==> src/rtl/instruction_fetch_if.sv <==
// Fetch-unit bus bundle: run control, instruction-memory port, redirect and decoder-side handshake.
// The fetch unit takes the master modport; memory/decoder models take slave.
interface instruction_fetch_if #(
  parameter int ADDR_W = 16
);
  logic              en;
  logic              imem_req;
  logic [ADDR_W-1:0] imem_addr;
  logic              imem_ack;
  logic [31:0]       imem_rdata;
  logic              redirect;
  logic [ADDR_W-1:0] redirect_pc;
  logic [31:0]       instruction;
  logic [ADDR_W-1:0] instr_pc;
  logic              instr_valid;
  logic              instr_ready;
  logic [1:0]        occupancy;

  modport master (
    input  en, imem_ack, imem_rdata, redirect, redirect_pc, instr_ready,
    output imem_req, imem_addr, instruction, instr_pc, instr_valid, occupancy
  );

  modport slave (
    output en, imem_ack, imem_rdata, redirect, redirect_pc, instr_ready,
    input  imem_req, imem_addr, instruction, instr_pc, instr_valid, occupancy
  );
endinterface

==> src/rtl/instruction_fetch.sv <==
// Instruction fetch unit: PC register, held-until-ack memory request and a 2-entry
// {pc, instruction} buffer feeding the decoder; redirect flushes and restarts.
module instruction_fetch #(
  parameter int                ADDR_W   = 16,
  parameter logic [ADDR_W-1:0] RESET_PC = '0
) (
  input logic                 clk,
  input logic                 rst,
  instruction_fetch_if.master bus
);

  logic [ADDR_W-1:0] pc;
  logic              pend;
  logic [1:0]        occ;
  logic              rd_ptr;
  logic              wr_ptr;
  logic [ADDR_W-1:0] fifo_pc   [2];
  logic [31:0]       fifo_data [2];
  logic              req;
  logic              valid;
  logic              push;
  logic              pop;

  function automatic logic [ADDR_W-1:0] pc_next(input logic [ADDR_W-1:0] p);
    return p + {{(ADDR_W-1){1'b0}}, 1'b1};
  endfunction

  // rst gating keeps the combinational outputs quiet while reset is held
  assign req   = !rst && !bus.redirect && (occ != 2'd2) && (bus.en || pend);
  assign valid = !rst && !bus.redirect && (occ != 2'd0);
  assign push  = req && bus.imem_ack;
  assign pop   = valid && bus.instr_ready;

  always_ff @(posedge clk or posedge rst) begin
    if (rst) begin
      pc     <= RESET_PC;
      pend   <= 1'b0;
      occ    <= 2'd0;
      rd_ptr <= 1'b0;
      wr_ptr <= 1'b0;
    end else if (bus.redirect) begin
      pc     <= bus.redirect_pc;
      pend   <= 1'b0;
      occ    <= 2'd0;
      rd_ptr <= 1'b0;
      wr_ptr <= 1'b0;
    end else begin
      // an unacked request stays armed even if en drops
      pend <= req && !bus.imem_ack;
      if (push) begin
        pc     <= pc_next(pc);
        wr_ptr <= ~wr_ptr;
      end
      if (pop) rd_ptr <= ~rd_ptr;
      case ({push, pop})
        2'b10:   occ <= occ + 2'd1;
        2'b01:   occ <= occ - 2'd1;
        default: occ <= occ;
      endcase
    end
  end

  // Buffer payload carries no reset; it is only observed when occupancy is nonzero
  always_ff @(posedge clk) begin
    if (push) begin
      fifo_pc[wr_ptr]   <= pc;
      fifo_data[wr_ptr] <= bus.imem_rdata;
    end
  end

  assign bus.imem_req    = req;
  assign bus.imem_addr   = pc;
  assign bus.instr_valid = valid;
  assign bus.occupancy   = occ;
  assign bus.instruction = (occ != 2'd0) ? fifo_data[rd_ptr] : 32'd0;
  assign bus.instr_pc    = (occ != 2'd0) ? fifo_pc[rd_ptr] : '0;

endmodule

==> src/flat_wrapper.sv <==
// flat-port wrapper written by rule: the top's interface ports become plain ports
module instruction_fetch_flat 
#(
  parameter int                ADDR_W   = 16,
  parameter logic [ADDR_W-1:0] RESET_PC = '0
)
  (clk, rst, bus_en, bus_imem_ack, bus_imem_rdata, bus_redirect, bus_redirect_pc, bus_instr_ready, bus_imem_req, bus_imem_addr, bus_instruction, bus_instr_pc, bus_instr_valid, bus_occupancy);
  instruction_fetch_if #(.ADDR_W(ADDR_W)) bus_i ();
  input logic clk;
  input logic rst;
  input wire logic [$bits(bus_i.en)-1:0] bus_en;
  input wire logic [$bits(bus_i.imem_ack)-1:0] bus_imem_ack;
  input wire logic [$bits(bus_i.imem_rdata)-1:0] bus_imem_rdata;
  input wire logic [$bits(bus_i.redirect)-1:0] bus_redirect;
  input wire logic [$bits(bus_i.redirect_pc)-1:0] bus_redirect_pc;
  input wire logic [$bits(bus_i.instr_ready)-1:0] bus_instr_ready;
  output wire logic [$bits(bus_i.imem_req)-1:0] bus_imem_req;
  output wire logic [$bits(bus_i.imem_addr)-1:0] bus_imem_addr;
  output wire logic [$bits(bus_i.instruction)-1:0] bus_instruction;
  output wire logic [$bits(bus_i.instr_pc)-1:0] bus_instr_pc;
  output wire logic [$bits(bus_i.instr_valid)-1:0] bus_instr_valid;
  output wire logic [$bits(bus_i.occupancy)-1:0] bus_occupancy;
  assign bus_i.en = bus_en;
  assign bus_i.imem_ack = bus_imem_ack;
  assign bus_i.imem_rdata = bus_imem_rdata;
  assign bus_i.redirect = bus_redirect;
  assign bus_i.redirect_pc = bus_redirect_pc;
  assign bus_i.instr_ready = bus_instr_ready;
  assign bus_imem_req = bus_i.imem_req;
  assign bus_imem_addr = bus_i.imem_addr;
  assign bus_instruction = bus_i.instruction;
  assign bus_instr_pc = bus_i.instr_pc;
  assign bus_instr_valid = bus_i.instr_valid;
  assign bus_occupancy = bus_i.occupancy;
  instruction_fetch #(.ADDR_W(ADDR_W), .RESET_PC(RESET_PC)) u_core (.clk(clk), .rst(rst), .bus(bus_i));
endmodule
==> config.mk <==
export PLATFORM = sky130hd
export DESIGN_NAME = instruction_fetch_flat
export DESIGN_NICKNAME = d
export VERILOG_FILES = /design/src/rtl/instruction_fetch_if.sv /design/src/rtl/instruction_fetch.sv /design/src/flat_wrapper.sv
export SDC_FILE = /design/constraint.sdc
export NUM_CORES = 1
export LEC_CHECK = 0
export ABC_AREA = 1
export BUFFER_PORTS_ARGS = -buffer_cell sky130_fd_sc_hd__buf_2
export CAP_MARGIN = 0
export CORE_ASPECT_RATIO = 2
export CORE_UTILIZATION = 55
export DETAILED_ROUTE_END_ITERATION = 7
export HOLD_SLACK_MARGIN = 0.08
export PLACE_DENSITY = 0.82
export RECOVER_POWER = 100
export SLEW_MARGIN = 15
export SYNTH_ARGS = -nofsm -noshare
export SYNTH_HDL_FRONTEND = slang
export SYNTH_SLANG_ARGS = --single-unit
==> constraint.sdc <==
create_clock -name clk -period 8.4 [get_ports clk]
set_input_delay 1.68 -clock clk [delete_from_list [all_inputs] [get_ports clk]]
set_output_delay 1.68 -clock clk [all_outputs]
set_load 0.005 [all_outputs]
==> run metrics, run 1 <==
status=finished with violations; failing checks=capacitance limit, slew limit; Hold Path Depth=0; Min Hold Slack=0.595 ns; Worst-Skew Late Latency=0.40 ns; highest clock rate=183 MHz; Post-DP Area=5680 um2; slowest cell on the critical path=dfrtp_1; #FFs+latches synth=117; CTS tree=done; RR Endpoint=u_core.fifo_data[1][10]; Crit Path Class=reg -> out; # fillers=681; reg-to-reg critical path startpoint=u_core.bus.occupancy[0]; clock buffer count from CTS=17; Starting Density=56.4%; NetSw=0.439 mW; Ys Warns=0; RSZ-0062 raised after global routing=no; hold endpoint=u_core.fifo_pc[0][1]; Setup TNS Final=0 ns; max-cap viol count=4; sequential share of the synthesized area=67.9%; # setup viols final=0; synthesis-to-layout area growth=21.9%; Flop pwr share=43.1%; router iterations before antenna repair=4; cell leakage power=2.49 nW; Tightest Hold Check Type=reg -> reg; Synth area leaders=edfxtp_1, nand2_1, dfrtp_1; clock sink count=117; sequential cell area=3410 um2; crit-path max FO=50; # Post-CTS Setup Buffers=0; total wire length=11400 um; core box area=8890 um2; hpwl dp=7300 um; # hold bufs at CTS=0; initial antenna violation count=1; vias in the first global route=3698; ys flop type=edfxtp_1; clk_skew=0.00808 ns; leading area contributor after synthesis=edfxtp_1; Layout Nets=648; Peak VDD IR=0.156 mV; combinational power share=15.1%; Antenna Nets Post-Route=0; IO Count=122; area share of the largest cell type after synthesis=57.5%; per-cell routed wire length=16.1 um; CP cell instances=inv_1 -> nand2_1 -> a21oi_1 -> clkbuf_1; Mapped Area=5020 um2; Fin. Hold Viols=0; row count=49; top-count cell post-synth=nand2_1; overall global routing resource usage=25.2%; Avg Inst Size Synth=10.6 um2; die width=69.5 um; PostCTS Resize Cnt=0; Final Wtd Congestion=0.848; first-pass GRT wire length=17900 um; count of pins over their slew limit=199; Worst Min Path Start=u_core.bus.imem_addr[1]; multi-input logic area=1360 um2; switching portion of total power=27.2%; Clock transition at path regs=0.05 ns; r2r worst-path depth=7; R2R Setup Slk=4.68 ns; largest net degree at the start of global routing=51; total power=1.61 mW; Post-synth EDFFs=96; Post-synth ARST share=17.9%; Clk network pwr share=41.8%; initial DRC count=249; Worst-Margin Slew=2.72 ns; fin area=6110 um2; count of different cell masters after synthesis=29; Post-route DRC=0; Max-slew headroom=-81.4%; clk root buf=clkbuf_16; Internal=1.17 mW; DIE AREA=9530 um2; Die H=137 um; layout cell share with drive strength beyond 1=16.3%; Clock Tree Buf Depth=2; Max H-tree Level=4; Syn Nets=526; port bufs=121; final global-route overflow total=0; Final Cycle Share=65.1%; CP required=6.72 ns; Critical Path Max Stage Delay=1.42 ns; vias per cell=5.34; Post-synth top cells=nand2_1, edfxtp_1, a21oi_1, inv_1, nand3_1; crit path launch type=flop; total number of vias=3786; arrival time worst endpoint=3.79 ns; min Tclk post-route=5.47 ns; crit end category=output pin; power per cell area=264 nW/um2; Syn Inst Count=471
[final cells by class]
type / count / area share, %
diodes: 1 / 0.0409
clock buffers: 22 / 8.29
clock inverters: 10 / 1.15
inverters: 29 / 1.78
multi-input cells: 306 / 22.2
flip-flops and latches: 117 / 55.8
well taps: 102 / 2.09
repair buffers: 122 / 8.68
[cell families after synthesis]
group,synth area share [%]
AO/OA/AOI/OAI,6.04
XOR/XNOR,0.873
adder cells (fa/ha/maj),0.249
buffers and inverters,4.09
flip-flops,67.9
AND/OR/NAND/NOR,20.8
[worst max-delay path, delay by kind of cell (launching register included)]
family	cells	cell delay, ns
compound gates	1	0.16
flops	1	1.42
buf+inv	2	1.47
simple gates	1	0.32
[power by group through the flow]
stage          registers [mW]  logic [mW]  clock network (mW)
2_1_floorplan           0.691       0.146                   0
3_3_place_gp            0.703       0.250                   0
3_5_place_dp            0.705       0.259                   0
4_1_cts                 0.694       0.261               0.683
5_1_grt                 0.698       0.271               0.711
6_report                0.695       0.243               0.674
[worst max-delay path by stage]
stage,from,to,slack [ns],depth (start not counted)
2_1_floorplan,bus_en,u_core.fifo_data[1][0],3.79,6
3_3_place_gp,bus_redirect,bus_imem_req,4.26,5
3_5_place_dp,bus_redirect,bus_imem_req,4.22,5
4_1_cts,u_core.rd_ptr,bus_instruction[29],4.11,4
5_1_grt,u_core.rd_ptr,bus_instr_pc[0],2.65,4
6_report,u_core.rd_ptr,bus_instruction[29],2.93,4
[placed cells by master (no fill, tap or decap)]
cell | netlist | routed
a21o_1 | 1 | 1
buf_2 | 5 | 47
nand2_2 | 3 | 3
ha_1 | 1 | 1
or2_2 | 1 | 1
nand2_4 | 3 | 2
nand2_1 | 177 | 178
inv_2 | 2 | 1
o21ai_1 | 1 | 1
xnor2_1 | 1 | 1
nor3_1 | 1 | 1
clkinvlp_4 | 0 | 5
clkinv_4 | 0 | 2
a21oi_1 | 49 | 49
clkbuf_2 | 0 | 11
xor2_1 | 4 | 4
o21bai_1 | 1 | 1
nor2_2 | 1 | 1
clkinv_2 | 0 | 3
nor2_1 | 19 | 21
o21ai_0 | 3 | 3
buf_1 | 0 | 1
nand3_1 | 27 | 28
clkbuf_16 | 0 | 19
clkbuf_8 | 0 | 2
diode_2 | 0 | 1
o211ai_1 | 3 | 3
inv_1 | 27 | 28
edfxtp_1 | 96 | 96
nand4_1 | 5 | 5
clkbuf_1 | 11 | 64
nor2_4 | 3 | 2
dfrtp_1 | 21 | 21
[state kept, by name, indices dropped and copies added (netlist names)]
name,flops
u_core.rd_ptr,1
u_core.fifo_pc,32
u_core.pend,1
u_core.fifo_data,64
u_core.bus.occupancy,2
u_core.bus.imem_addr,16
u_core.wr_ptr,1
[metal layers]
layer	wire length [um]	global-route usage, %
met1	4040	25.4
met2	6500	45.5
met3	478	6.77
met4	406	15.3
met5	0	0
[through the flow]
stage / std cells / util (%) / setup slack [ns]
final: 709 / 68.8 / 2.93
after global routing: 709 / 68.8 / 2.65
after CTS: 708 / 70.3 / 4.11
after detailed placement: 676 / 63.9 / 4.22
after global placement: 676 / 63.9 / 4.26
after floorplan: 471 / - / 3.79
(Power assumes the default switching activity.)
==> run 2: changes to the inputs <==
CORE_UTILIZATION = 48   (was 55)
PLACE_DENSITY = 0.76   (was 0.82)
clock period = 4.6 ns   (was 8.4 ns; I/O delays follow)
==> run 2 against run 1 <==
The flow now finishes without violations. First-iteration DRC count decreased by 16%. Hold slack got worse by 0.0015 ns. Via count about the same. Clock power increased by 120%. Critical endpoint is now u_core.fifo_pc[0][13]. Design area increased by 2.1%. Sequential power increased by 81%. Largest cell class unchanged. Non-clock buffer count increased by 1. Global-route usage decreased by 3.0 points. Core utilization decreased by 7.3 points. Combinational power increased by 84%.
==> run metrics, run 2 (same netlist as run 1, synthesis figures left out) <==
router iterations before antenna repair=5 (+1); status=finished, final reports clean; Max-slew headroom=16.0% (+97 points); Fin. Hold Viols=0 (unchanged); # Post-CTS Setup Buffers=0 (unchanged); r2r worst-path depth=6 (-1); most common cell after layout, fill and taps aside=nand2_1; total power=3.21 mW (+99%); CTS tree=done; power per cell area=514 nW/um2 (+95%); port bufs=121 (unchanged); row count=52 (+6.1%); Clock transition at path regs=0.05 ns (about the same); vias per cell=5.11 (-4.4%); initial DRC count=209 (-16%); number of flip-flops in the largest register=64 (unchanged); # setup viols final=0 (unchanged); max-cap viol count=0 (-4); # hold bufs at CTS=0 (unchanged); Crit Path Class=in -> reg; arrival time worst endpoint=3.55 ns (-0.24 ns); Final Wtd Congestion=0.856 (+1.0%); Clock Tree Buf Depth=2 (unchanged); # fillers=870 (+28%); Tightest Hold Check Type=reg -> reg; final core utilization=61.5% (-7.3 points); clk_skew=0.00772 ns (-0.000354 ns); vias in the first global route=3826 (+3.5%); Hold Path Depth=0 (unchanged); core box area=10100 um2 (+14%); initial antenna violation count=0 (-1); end of the critical path=u_core.fifo_pc[0][13]; final global-route overflow total=0 (unchanged); crit path launch type=primary input; total wire length=11200 um (-1.6%); Post-route DRC=0 (unchanged); crit end category=flop; Final Cycle Share=76.8%; hpwl dp=7320 um (+0.25%); sequential cell area=3410 um2 (unchanged); reg-to-reg critical path startpoint=u_core.bus.occupancy[0]; overall global routing resource usage=22.1% (-3.0 points); multi-input logic area=1350 um2 (-0.55%); per-cell routed wire length=15.1 um (-6.0%); min Tclk post-route=3.53 ns; Most flops, register=u_core.fifo_data; Setup TNS Final=0 ns (unchanged); PostCTS Resize Cnt=0 (unchanged); CP required=4.61 ns (-2.11 ns); highest clock rate=283 MHz; count of pins over their slew limit=0 (-100%); clk root buf=clkbuf_16; synthesis-to-layout area growth=24.5%; Worst-Skew Late Latency=0.40 ns (about the same); RR Endpoint=u_core.fifo_pc[0][13]; Worst-Margin Slew=1.26 ns (-1.46 ns); first-pass GRT wire length=17600 um (-1.9%); Max H-tree Level=4 (unchanged); most frequent cells in the layout=nand2_1, edfxtp_1, clkbuf_1; cell leakage power=2.51 nW (+0.68%); clock sink count=117 (unchanged); largest net degree at the start of global routing=51 (unchanged); placed insts=710 (+5.0%); Antenna Nets Post-Route=0 (unchanged); Die H=147 um (+6.9%); R2R Setup Slk=1.73 ns (-2.95 ns); DIE AREA=10900 um2 (+14%); Peak VDD IR=0.288 mV (+84%); clock buffer count from CTS=17 (unchanged); IO Count=122 (unchanged); Crit. Startpoint=bus_redirect; crit-path max FO=48 (-4.0%); total number of vias=3789 (+0.079%); diode count=0 (-1); layout cell share with drive strength beyond 1=14.2% (-2.2 points); Layout Nets=649 (+0.15%); post-route insts no fill=742 (+4.7%); Starting Density=49.4% (-7.0 points); die width=74.3 um (+6.8%); RSZ-0062 raised after global routing=no
-- run 2: changes by cell type in the layout (fill, tap and decap cells not counted), moves of 3 or more --
cell,before,now
buf_2,47,40
bufinv_16,0,7
clkbuf_1,64,77
clkbuf_2,11,5
clkinv_1,0,3
clkinvlp_4,5,2
-- run 2: per-stage QoR --
stage / hold WS [ns] / area, um2 / setup WS [ns]
2_1_floorplan: 0.516 / 5020 / 0.746
6_report: 0.593 / 6240 / 1.07
5_1_grt: 0.626 / 6240 / 0.771
4_1_cts: 0.588 / 6410 / 1.47
3_3_place_gp: 0.553 / 5720 / 1.62
3_5_place_dp: 0.568 / 5720 / 1.55
-- run 2: worst min-delay path by stage --
stage,from,end,slack [ns]
after floorplan,u_core.wr_ptr,u_core.wr_ptr,0.52
after global placement,u_core.bus.imem_addr[1],u_core.fifo_pc[0][1],0.55
after detailed placement,u_core.bus.imem_addr[1],u_core.fifo_pc[0][1],0.57
after CTS,u_core.bus.imem_addr[1],u_core.fifo_pc[0][1],0.59
after global routing,u_core.bus.imem_addr[1],u_core.fifo_pc[0][1],0.63
final,u_core.bus.imem_addr[1],u_core.fifo_pc[1][1],0.59
-- run 2: area by class of cell --
cell class / count / share of cell area [%]
Sequential cell: 117 / 54.6
Multi-Input combinational cell: 306 / 21.6
Clock buffer: 17 / 6.81
Tap cell: 135 / 2.71
Inverter: 29 / 1.74
Timing Repair Buffer: 123 / 8.36
Clock inverter: 15 / 4.15
-- run 2: worst max-delay path, cell delays in order --
cell and delay, ns:
clkbuf_1 0.33, nor2_1 0.40, nand3_1 0.18, nor2_1 0.72
nand2_1 0.17, inv_2 0.80
-- run 2: where the power goes --
group	total [mW]	switching (mW)	internal, mW
combinational	0.446	0.293	0.153
clock	1.51	0.443	1.06
sequential	1.26	0.0573	1.20
-- run 2: metal layers --
| metal | routed length, um | vias to the layer above | share of wire (%) | GRT usage (%) |
|---|---|---|---|---|
| met1 | 4070 | 1795 | 36 | 22.4 |
| met5 | 0 | - | 0 | 0 |
| met3 | 448 | 34 | 4.0 | 6.83 |
| met2 | 6230 | 131 | 55 | 38.5 |
| met4 | 488 | 0 | 4.3 | 12.6 |
| li1 | - | 1829 | - | - |
